$ cat src/rtl/pipeline_ctrl.sv
// pipeline_ctrl: stall/flush/halt controller for the 5-stage MIPS pipeline
module pipeline_ctrl #(
   parameter int MUL_LAT      = 4,
   parameter int DIV_LAT      = 12,
   parameter int MISS_TIMEOUT = 64,
   parameter int CNT_W        = 32
) (
   input  logic             clk,
   input  logic             rst,
   input  logic [31:0]      inst_ID,
   input  logic [31:0]      inst_EX,
   input  logic [31:0]      inst_MEM,
   input  logic             hit,
   input  logic             branch_taken,
   input  logic             jump_ID,
   output logic             pc_we,
   output logic             if_id_we,
   output logic             id_ex_we,
   output logic             ex_mem_we,
   output logic             if_id_flush,
   output logic             id_ex_flush,
   output logic             ex_mem_flush,
   output logic             mem_wb_flush,
   output logic             halted,
   output logic             mem_timeout,
   output logic [CNT_W-1:0] stall_cycles
);
   localparam int MW = $clog2(MISS_TIMEOUT + 1);
   typedef enum logic [1:0] {RUN, MD_BUSY, HALT} state_t;
   state_t           state_q, state_d;
   logic [7:0]       md_cnt_q, md_cnt_d;
   logic [MW-1:0]    miss_cnt_q, miss_cnt_d;
   logic             mem_timeout_q, mem_timeout_d;
   logic [CNT_W-1:0] stall_cycles_q, stall_cycles_d;
   logic [5:0]       op_id, op_ex, op_mem;
   logic             load_ex, memop_mem, md_ex, syscall_mem, rt_used_id;
   logic             mem_stall, md_start, md_stall, load_use;
   logic [7:0]       lat_m1;
   logic             unused_bits;
   assign op_id       = inst_ID[31:26];
   assign op_ex       = inst_EX[31:26];
   assign op_mem      = inst_MEM[31:26];
   assign load_ex     = op_ex == 6'b100011 || op_ex == 6'b100000;
   assign memop_mem   = op_mem == 6'b100011 || op_mem == 6'b100000 || op_mem == 6'b101011 || op_mem == 6'b101000;
   assign md_ex       = op_ex == 6'b000000 && (inst_EX[5:0] == 6'b011000 || inst_EX[5:0] == 6'b011010);
   assign syscall_mem = op_mem == 6'b000000 && inst_MEM[5:0] == 6'b001100;
   assign rt_used_id  = op_id == 6'b000000 || op_id == 6'b000100 || op_id == 6'b000101 || op_id == 6'b101011 || op_id == 6'b101000;
   assign lat_m1      = inst_EX[1] ? 8'(DIV_LAT - 1) : 8'(MUL_LAT - 1);
   assign mem_stall   = memop_mem && !hit;
   assign md_start    = md_ex && lat_m1 != 8'd0;
   assign md_stall    = (state_q == RUN && md_start) || (state_q == MD_BUSY && md_cnt_q > 8'd1);
   assign load_use    = load_ex && inst_EX[20:16] != 5'd0 &&
                        (inst_EX[20:16] == inst_ID[25:21] || (rt_used_id && inst_EX[20:16] == inst_ID[20:16]));
   assign halted       = state_q == HALT;
   assign mem_timeout  = mem_timeout_q;
   assign stall_cycles = stall_cycles_q;
   assign unused_bits  = ^{inst_ID[15:0], inst_EX[25:21], inst_EX[15:6], inst_EX[0], inst_MEM[25:6]};
   // Prioritised stall/flush generation; first matching hazard wins
   always_comb begin
      {pc_we, if_id_we, id_ex_we, ex_mem_we} = 4'b1111;
      {if_id_flush, id_ex_flush, ex_mem_flush, mem_wb_flush} = 4'b0000;
      if (rst || state_q == HALT) begin
         {pc_we, if_id_we, id_ex_we, ex_mem_we} = 4'b0000;
         {if_id_flush, id_ex_flush, ex_mem_flush, mem_wb_flush} = 4'b1111;
      end else if (mem_stall) begin
         {pc_we, if_id_we, id_ex_we, ex_mem_we} = 4'b0000;
         mem_wb_flush = 1'b1;
      end else if (branch_taken) begin
         {if_id_flush, id_ex_flush, ex_mem_flush} = 3'b111;
      end else if (md_stall) begin
         {pc_we, if_id_we, id_ex_we} = 3'b000;
         ex_mem_flush = 1'b1;
      end else if (load_use) begin
         {pc_we, if_id_we} = 2'b00;
         id_ex_flush = 1'b1;
      end else if (jump_ID) begin
         if_id_flush = 1'b1;
      end
   end
   // Next-state: MD sequencing, halt capture, miss timeout and stall counting
   always_comb begin
      state_d        = state_q;
      md_cnt_d       = md_cnt_q;
      miss_cnt_d     = miss_cnt_q;
      mem_timeout_d  = mem_timeout_q;
      stall_cycles_d = stall_cycles_q + CNT_W'(!pc_we && state_q != HALT);
      if (state_q != HALT) begin
         miss_cnt_d    = !mem_stall ? '0 : (miss_cnt_q == MW'(MISS_TIMEOUT) ? miss_cnt_q : miss_cnt_q + 1'b1);
         mem_timeout_d = mem_timeout_q || (mem_stall && miss_cnt_d == MW'(MISS_TIMEOUT));
         if (syscall_mem && !branch_taken) begin
            state_d  = HALT;
            md_cnt_d = '0;
         end else if (!mem_stall) begin
            if (branch_taken) begin
               state_d  = RUN;
               md_cnt_d = '0;
            end else if (state_q == RUN && md_start) begin
               state_d  = MD_BUSY;
               md_cnt_d = lat_m1;
            end else if (state_q == MD_BUSY) begin
               state_d  = md_cnt_q > 8'd1 ? MD_BUSY : RUN;
               md_cnt_d = md_cnt_q > 8'd1 ? md_cnt_q - 8'd1 : 8'd0;
            end
         end
      end
   end
   // State registers with synchronous reset
   always_ff @(posedge clk) begin
      if (rst) begin
         state_q        <= RUN;
         md_cnt_q       <= '0;
         miss_cnt_q     <= '0;
         mem_timeout_q  <= 1'b0;
         stall_cycles_q <= '0;
      end else begin
         state_q        <= state_d;
         md_cnt_q       <= md_cnt_d;
         miss_cnt_q     <= miss_cnt_d;
         mem_timeout_q  <= mem_timeout_d;
         stall_cycles_q <= stall_cycles_d;
      end
   end
endmodule

$ cat config.mk
export PLATFORM = sky130hd
export DESIGN_NAME = pipeline_ctrl
export DESIGN_NICKNAME = d
export VERILOG_FILES = /design/src/rtl/pipeline_ctrl.sv
export SDC_FILE = /design/constraint.sdc
export NUM_CORES = 1
export LEC_CHECK = 0
export ABC_AREA = 1
export CORE_ASPECT_RATIO = 0.8
export CORE_MARGIN = 2
export CORE_UTILIZATION = 48
export CTS_BUF_LIST = sky130_fd_sc_hd__clkbuf_8
export DETAILED_ROUTE_END_ITERATION = 16
export HOLD_SLACK_MARGIN = 0.05
export MAX_ROUTING_LAYER = met4
export PLACE_DENSITY = 0.95
export SYNTH_ARGS = -nofsm -noshare
export SYNTH_HDL_FRONTEND = slang
export SYNTH_SLANG_ARGS = --single-unit
export TNS_END_PERCENT = 30
$ cat constraint.sdc
create_clock -name clk -period 4.45 [get_ports clk]
set_input_delay 0.445 -clock clk [delete_from_list [all_inputs] [get_ports clk]]
set_output_delay 0.445 -clock clk [all_outputs]
set_load 0.01 [all_outputs]
# --- Word level (Yosys, flattened, before mapping) ---
# Cells that the tools add are included.
totals:
  ff_bits: 50
  latch_bits: 0
  ram_bits: 0
  romBits: 0
  inputBits: 101
  output_inout_bits: 42
  elab_cells: 109
  n_memories: 0
op_classes:
  addsub: 3
  multipliers: 0
  n_div: 0
  order_cmp: 1
  eq_ne: 21
  n_shift: 0
  muxes: 43
  bitwise: 0
  reduce_logical: 36
ops:
  columns: ["cell", "count"]
  rows:
  - ["6-bit == test, second input constant", 8]
  - ["8-bit two-way mux", 6]
  - ["32-bit by 1-bit adder with 32-bit output", 1]
  - ["1-bit two-way mux", 29]
  - ["6-bit logical NOT", 3]
  - ["7-bit == test, second input constant", 2]
  - ["7-bit two-way mux", 2]
  - ["1-bit logical OR", 13]
  - ["6-bit by 3-bit == test with 1-bit output, second input constant", 2]
  - ["6-bit by 5-bit == test with 1-bit output, second input constant", 2]
  - ["1-bit logical AND", 12]
  - ["5-bit == test", 2]
  - ["2-bit two-way mux", 5]
  - ["8-bit by 1-bit greater-than comparator with 1-bit output, second input constant", 1]
  - ["8-bit nonzero test", 1]
  - ["8-bit by 1-bit subtractor with 8-bit output, second input constant", 1]
  - ["7-bit by 1-bit adder with 7-bit output, second input constant", 1]
  - ["6-bit by 4-bit == test with 1-bit output, second input constant", 1]
  - ["5-bit nonzero test", 1]
  - ["4-bit two-way mux", 1]
  - ["4-bit nonzero test", 1]
  - ["1-bit logical NOT", 3]
  - ["3-bit AND reduction", 1]
  - ["2-bit by 1-bit == test with 1-bit output, second input constant", 1]
  - ["4 further kinds", 4]

# --- Longest topological paths before layout ---
# Gate-level depths: netlist (run 1).
logic_depth:
  ltp_word: 16
  ltp_mapped: 20
  depth_no_buf: 20

# --- Least setup slack after synthesis (run 1) ---
# OpenSTA, ideal clock, no wires.
synth_path:
  path_kind: "register to register"
  startpoint: "register md_cnt_q[0]"
  endpoint: "register stall_cycles_q[20] (netlist: stall_cycles[20])"
  setup_ps: 128
  t_arrival_ps: 2433
  t_required_ps: 4322
  path_slack_ps: 1889
  path_stages_with_launch: 18
  n_path_buf: 0
  period_less_slack_ps: 2561
  path_cell_list: "dfxtp_1 -> inv_1 -> ha_1 -> nor2_1 -> nor3_2 -> o21ai_1 -> a21oi_2 -> a21oi_1 -> ha_1 -> ha_1 -> nand3_2 -> inv_2 -> nand2_2 -> nor2_4 -> and2_4 -> nand3_2 -> xor2_1 -> nor2_1"
synth_via:
  elab_chain_len: 10
synth_rtl:
  columns: ["item", "line_no", "source"]
  rows:
  - ["from (decl)", "31", "logic [7:0] md_cnt_q, md_cnt_d;"]
  - ["from (signal assigned)", "117", "md_cnt_q <= md_cnt_d;"]
  - ["8-bit by 1-bit greater-than comparator with 1-bit output", "51", "assign md_stall = (state_q == RUN && md_start) || (state_q == MD_BUSY && md_cnt_q > 8'd1);"]
  - ["1-bit logical AND", "51", null]
  - ["1-bit logical OR", "51", null]
  - ["1-bit two-way mux", "70", "end else if (md_stall) begin"]
  - ["1-bit two-way mux", "68", "end else if (branch_taken) begin"]
  - ["1-bit two-way mux", "65", "end else if (mem_stall) begin"]
  - ["1-bit two-way mux", "62", "if (rst || state_q == HALT) begin"]
  - ["1-bit logical NOT", "86", "stall_cycles_d = stall_cycles_q + CNT_W'(!pc_we && state_q != HALT);"]
  - ["1-bit logical AND", "86", null]
  - ["32-bit by 1-bit adder with 32-bit output", "86", null]
  - ["to (signal assigned)", "120", "stall_cycles_q <= stall_cycles_d;"]
  - ["to (decl)", "34", "logic [CNT_W-1:0] stall_cycles_q, stall_cycles_d;"]
# Every way passes these cells.
# A chain may end at the register's enable or synchronous reset.

# --- Final worst setup path (run 1) ---
layout_path:
  startpoint: "input inst_EX[29]"
  endpoint: "register stall_cycles_q[30] (netlist: stall_cycles[30])"
layout_via:
  elab_chain_len: 12
  word_cells_on_any_way: 18
  cone_classes: "add/sub: 1; eq/ne: 2; mux: 5; reduce/logical: 10"
layout_rtl:
  columns: ["item", "line_no", "source"]
  rows:
  - ["from (decl)", "11", "input logic [31:0] inst_EX,"]
  - ["6-bit == test / 6-bit logical NOT (equally long branches)", "43, 45", null]
  - ["1-bit logical OR / 1-bit logical AND (equally long branches)", "43, 45", null]
  - ["1-bit logical AND, on equally long branches", "52, 50", null]
  - ["1-bit logical AND, on equally long branches", "52, 51", null]
  - ["1-bit two-way mux / 1-bit logical OR (equally long branches)", "73, 51", null]
  - ["1-bit two-way mux *", "70", null]
  - ["1-bit two-way mux *", "68", null]
  - ["1-bit two-way mux *", "65", null]
  - ["1-bit two-way mux *", "62", null]
  - ["1-bit logical NOT *", "86", null]
  - ["1-bit logical AND *", "86", null]
  - ["32-bit by 1-bit adder with 32-bit output *", "86", null]
# Every way passes the cells marked *; elsewhere a longest branch is shown, timed or not.

==> results_dict.tcl, run 1 <==
set metrics [dict create \
    max-cap-violations 0 \
    arrival_ps 3380 \
    r2r_setup_slack_ps 1400 \
    core_mm2 0.00679 \
    finalCritPeriodShare 0.716 \
    synthTopCellsByArea "dfxtp_1 (30%), nand2_1 (14%), nor2_1 (10%)" \
    io_buffers 91 \
    startpoint "inst_EX[29]" \
    htree_levels 2 \
    dr.pass1.iters 5 \
    reg2reg_to "stall_cycles[30]" \
    async_reset_ff_frac 0 \
    cts_setup_buffers 0 \
    drive_above_1_share 0.0764 \
    crit_fanout 6 \
    syn_nets 631 \
    dr_wl_met2_um 4900 \
    tightest_slew_ps 580 \
    routedWlPerCell_um 14.4 \
    drtIter0Drc 287 \
    clk_pin_slew_ps 90 \
    clockRootBuffer "clkbuf_8" \
    area_delta_synth_final_pct 32.4 \
    cp-end-kind "flip-flop" \
    yosys_most_used_dff "dfxtp_1" \
    synth_top_family_by_area "simple AND/OR/NAND/NOR gates" \
    num_rows 27 \
    place_ws_ps 1050 \
    gr-total-overflow 0 \
    mostFrequentLayoutCells "nand2_1 (126), clkdlybuf4s50_1 (91), nor2_1 (90)" \
    cts_resized 0 \
    wl_met3_um 672 \
    synth_top_area_frac 0.300 \
    rr_worst_depth 16 \
    grtUsageTotal 0.273 \
    n_antenna_cell 0 \
    antenna_found_initial 0 \
    cts.sinks 50 \
    yosysTopAreaCell "dfxtp_1" \
    hold_path.class "flip-flop to flip-flop" \
    ir_drop_v 0.000149 \
    yosysWarningCount 0 \
    die_y_um 78.5 \
    hold_violations 0 \
    setup_violations 0 \
    vias 3897 \
    synth_xor_area_frac 0.0473 \
    nNetsFinal 723 \
    finalSetupTns_ps 0 \
    slew_viol_final 0 \
    drt_wl_total_um 10100 \
    seq_area_frac_synth 0.300 \
    grt_first_pass_wirelength_um 17000 \
    dp_hpwl_um 7930 \
    syn_area_per_cell_um2 6.36 \
    synth_edf_count 0 \
    crit_end "stall_cycles[30]" \
    num_io_pins 143 \
    highest_layer "met4" \
    grt_pass1_vias 3783 \
    worstSetupStartpointType "primary input" \
    drc 0 \
    cp_data_required_time_ps 4640 \
    dieArea_mm2 0.00763 \
    tritoncts "built" \
    finalCriticalPeriod_ps 3190 \
    synthesis.area_mm2 0.00333 \
    start_util 0.491 \
    gp_congestion 0.927 \
    syn_inst 524 \
    r2r_start "md_cnt_q[0]" \
    synth_mux_area_frac 0 \
    outcome "completed" \
    fin_skew_ps 7.22 \
    holdBufCountCts 0 \
    fmax_ghz 0.314 \
    synthAdderAreaFrac 0.0225 \
    fin_ws_ps 1260 \
    viasPerCell 5.55 \
    drt-met1-wl_um 4120 \
    synth-compound-area-share 0.0890 \
    power_leakage_nw 1.74 \
    rsz0062_at_grt "false" \
    p_per_area_mw_per_mm2 226 \
    ys_types 38 \
    cts_buffers 5 \
    die_w_um 97.2 \
    clk_path_buf_depth 2 \
    crit_type "primary input to flip-flop" \
    postRouteAntennaNets 0 \
    synthSimpleGateAreaFrac 0.459 \
    final_common_cell "nand2_1" \
    clock_latency_ps 300 \
    grt_max_degree 32 \
    maxSlewHeadroom 0.613 \
    synth_seq_cells 50 \
]
[through the flow]
stage | instances | power (mW) | area [um^2] | util | hold WS, ps
2_1_floorplan | 524 | 0.632 | 3330 | - | 441
3_3_place_gp | 696 | 0.719 | 4330 | 0.638 | 439
3_5_place_dp | 696 | 0.733 | 4330 | 0.638 | 460
4_1_cts | 702 | 0.989 | 4410 | 0.650 | 472
5_1_grt | 702 | 1.04 | 4410 | 0.650 | 476
6_report | 702 | 0.995 | 4410 | 0.650 | 468
[cells in the mapped netlist, types with 2 or more instances]
cell      count
nand3_1      30
o21ai_0      18
nor3_2        3
nor2_1       90
nand4_1      17
ha_1          6
inv_2         6
xor2_1       12
nand2_1     126
nor3_4        2
nor2_4        4
inv_1        56
nor3_1       12
nand3b_1      9
nor3b_1       2
xnor2_1       6
or2_0         3
nand3_2       6
nand2_2       5
nor2_2        7
dfxtp_1      50
clkbuf_1      5
a21oi_1      34
[layer usage]
metal  vias to the layer above  global-route usage
met5                         -                   -
met1                      1790               0.322
met2                       185               0.476
met4                         0               0.106
li1                       1872                   -
met3                        50              0.0392
[state kept, by name (all words and copies together), names as in the netlist]
register	count
md_cnt_q	8
mem_timeout	1
miss_cnt_q	7
stall_cycles	32
state_q	2
[power by group]
| group | total, mW | switching [mW] | leakage [nW] | internal (mW) |
|---|---|---|---|---|
| Sequential | 0.475 | 0.0131 | 0.405 | 0.462 |
| Clock | 0.268 | 0.147 | 0.0431 | 0.120 |
| Combinational | 0.252 | 0.137 | 1.30 | 0.115 |
| Total | 0.995 | 0.298 | 1.74 | 0.697 |
[area by class of cell]
type	instances	area, um^2
Clock buffer	6	82.6
Fill cell	555	2380
Inverter	64	243
Multi-Input combinational cell	403	2060
Sequential cell	50	1000
Tap cell	87	109
Timing Repair Buffer	92	918
[critical path, cell delays in order]
cell and delay, ps:
clkdlybuf4s50_1 400, nor2_1 210, nand3_1 100, nor2_1 90
nand2_1 160, o21ai_1 220, a21oi_2 120, a21oi_1 170
ha_1 240, ha_1 220, nand3_2 170, nor2_1 330
nand3_1 180, inv_1 140, nand2_1 60, nand2_1 60
a21oi_1 50
[how the worst min path moves through the flow]
stage	startpoint	to	slack [ps]	cells past startpoint
after floorplan	state_q[1]	state_q[1]	440	2
after global placement	mem_timeout	mem_timeout	440	2
after detailed placement	mem_timeout	mem_timeout	460	2
after CTS	mem_timeout	mem_timeout	470	2
after global routing	mem_timeout	mem_timeout	480	2
final	mem_timeout	mem_timeout	470	2
[logic make-up after synthesis]
family	after synthesis
AO/OA/AOI/OAI	57
XOR/XNOR	18
adder cells (fa/ha/maj)	6
buffers and inverters	71
flip-flops	50
AND/OR/NAND/NOR	322
Power figures use the tool's default switching activity.
==> run 2: changes to the inputs <==
--- a/config.mk
+++ b/config.mk
@@ -8,12 +8,12 @@
 export ABC_AREA = 1
 export CORE_ASPECT_RATIO = 0.8
 export CORE_MARGIN = 2
-export CORE_UTILIZATION = 48
+export CORE_UTILIZATION = 44
 export CTS_BUF_LIST = sky130_fd_sc_hd__clkbuf_8
 export DETAILED_ROUTE_END_ITERATION = 16
 export HOLD_SLACK_MARGIN = 0.05
 export MAX_ROUTING_LAYER = met4
-export PLACE_DENSITY = 0.95
+export PLACE_DENSITY = 0.93
 export SYNTH_ARGS = -nofsm -noshare
 export SYNTH_HDL_FRONTEND = slang
 export SYNTH_SLANG_ARGS = --single-unit
==> constraint.sdc (replaced) <==
create_clock -name clk -period 2.95 [get_ports clk]
set_input_delay 0.295 -clock clk [delete_from_list [all_inputs] [get_ports clk]]
set_output_delay 0.295 -clock clk [all_outputs]
set_load 0.01 [all_outputs]
==> results_dict.tcl, run 2 (same netlist as run 1, synthesis figures left out) <==
set metrics [dict create \
    holdPathStages 2 \
    cts.sinks 50 \
    die_w_um 101 \
    maxSlewHeadroom 0.608 \
    power_leakage_nw 1.81 \
    largest_reg_flops 32 \
    core_mm2 0.00736 \
    dr.pass1.iters 6 \
    postRouteAntennaNets 0 \
    grtUsageTotal 0.238 \
    viasPerCell 5.29 \
    vias 3811 \
    final_common_cell "nand2_1" \
    cts_resized 0 \
    grt_first_pass_wirelength_um 15500 \
    arrival_ps 2460 \
    fmax_ghz 0.363 \
    fin_skew_ps 13.1 \
    finalCriticalPeriod_ps 2760 \
    crit_path_top_delay_cell "clkdlybuf4s50_1" \
    cts_buffers 5 \
    num_io_pins 143 \
    setup_violations 0 \
    fin_ws_ps 194 \
    p_per_area_mw_per_mm2 340 \
    path_common_cell "inv_1" \
    io_buffers 91 \
    fill_cells 619 \
    r2r_setup_slack_ps 230 \
    drt_wl_total_um 9500 \
    cp_data_required_time_ps 2650 \
    die_y_um 81.9 \
    mostFrequentLayoutCells "nand2_1 (125), clkdlybuf4s50_1 (91), nor2_1 (90)" \
    reg2reg_to "stall_cycles[20]" \
    num_rows 28 \
    nNetsFinal 736 \
    grt_pass1_vias 3545 \
    path_cells "inv_1, ha_2, nor2_1, nor3_2, o21ai_2, a21oi_2, buf_4, nand2_1, inv_1, clkdlybuf4s50_1" \
    holdBufCountCts 0 \
    slew_viol_final 0 \
    placed_area_mm2 0.00443 \
    clockRootBuffer "clkbuf_8" \
    gp_congestion 0.973 \
    routedWlPerCell_um 13.2 \
    n_antenna_cell 0 \
    worstSetupStartpointType "flip-flop" \
    clk_pin_slew_ps 100 \
    grt_max_degree 32 \
    tritoncts "built" \
    clock_latency_ps 320 \
    slowest_delay_ps 570 \
    clk_path_buf_depth 2 \
    place_ws_ps -99.1 \
    dp.cells 712 \
    dieArea_mm2 0.00829 \
    rsz0062_at_grt "false" \
    crit_type "flip-flop to output port" \
    drive_above_1_share 0.110 \
    area_delta_synth_final_pct 36.5 \
    cp-end-kind "output port" \
    crit_fanout 5 \
    min_to "mem_timeout" \
    drc 0 \
    htree_levels 2 \
    cts_setup_buffers 0 \
    min-delay-start "mem_timeout" \
    drtIter0Drc 260 \
    ir_drop_v 0.000197 \
    fin_cells 720 \
    dp_hpwl_um 7570 \
    final_cell_area_mm2 0.00455 \
    antenna_found_initial 0 \
    hold_violations 0 \
    rr_worst_depth 17 \
    r2r_start "md_cnt_q[0]" \
    outcome "completed" \
    tightest_slew_ps 587 \
    hold_path.class "flip-flop to flip-flop" \
    finalCritPeriodShare 0.934 \
    gr-total-overflow 0 \
    postLayoutCoreUtil 0.619 \
    start_util 0.453 \
    max-cap-violations 0 \
]
## run 2: cell types whose count changed in the layout (fill, tap and decap cells not counted), sizes merged
cell,before,now
buf,1,14
clkinv,1,2
clkinvlp,0,1
## run 2: final cells by class
type,count,area (um^2),area share
Timing Repair Buffer,105,1020,0.223
Sequential cell,50,1000,0.220
Clock buffer,6,82.6,0.0181
Clock inverter,2,12.5,0.00275
Tap cell,90,113,0.0247
Multi-Input combinational cell,403,2080,0.458
Inverter,64,243,0.0533
## run 2: power breakdown
group	leakage (nW)	switching (mW)	internal [mW]	total, mW
clock	0.0472	0.251	0.189	0.441
combinational	1.36	0.207	0.183	0.391
sequential	0.405	0.0194	0.697	0.717
total	1.81	0.478	1.07	1.55
## run 2: worst max path at each step
stage / startpoint / end
final: md_cnt_q[0] / if_id_we
after floorplan: md_cnt_q[0] / stall_cycles[20]
after CTS: md_cnt_q[0] / stall_cycles[20]
after global routing: inst_EX[16] / stall_cycles[19]
after detailed placement: inst_EX[17] / stall_cycles[20]
after global placement: inst_EX[17] / stall_cycles[20]
## run 2: per-layer routing
metal  global-route usage  part of all wire
met4               0.0878             0.025
met5                    -                 0
met1                0.293              0.44
met2                0.396              0.48
met3               0.0391             0.052
## run 2: critical path: cells and delay by family, from the launching register on
kind                     cells  cell delay (ps)
buffers and inverters        4              920
AND/OR/NAND/NOR              3              380
flip-flops                   1              330
AO/OA/AOI/OAI                2              280
adder cells (fa/ha/maj)      1              250
## run 2: metrics by stage
stage	TNS [ps]	total power [mW]	hold WS [ps]
4_1_cts	0	1.53	464
3_5_place_dp	-273	1.11	450
3_3_place_gp	-4.27	1.09	440
5_1_grt	0	1.62	504
6_report	0	1.55	470
2_1_floorplan	0	0.953	441
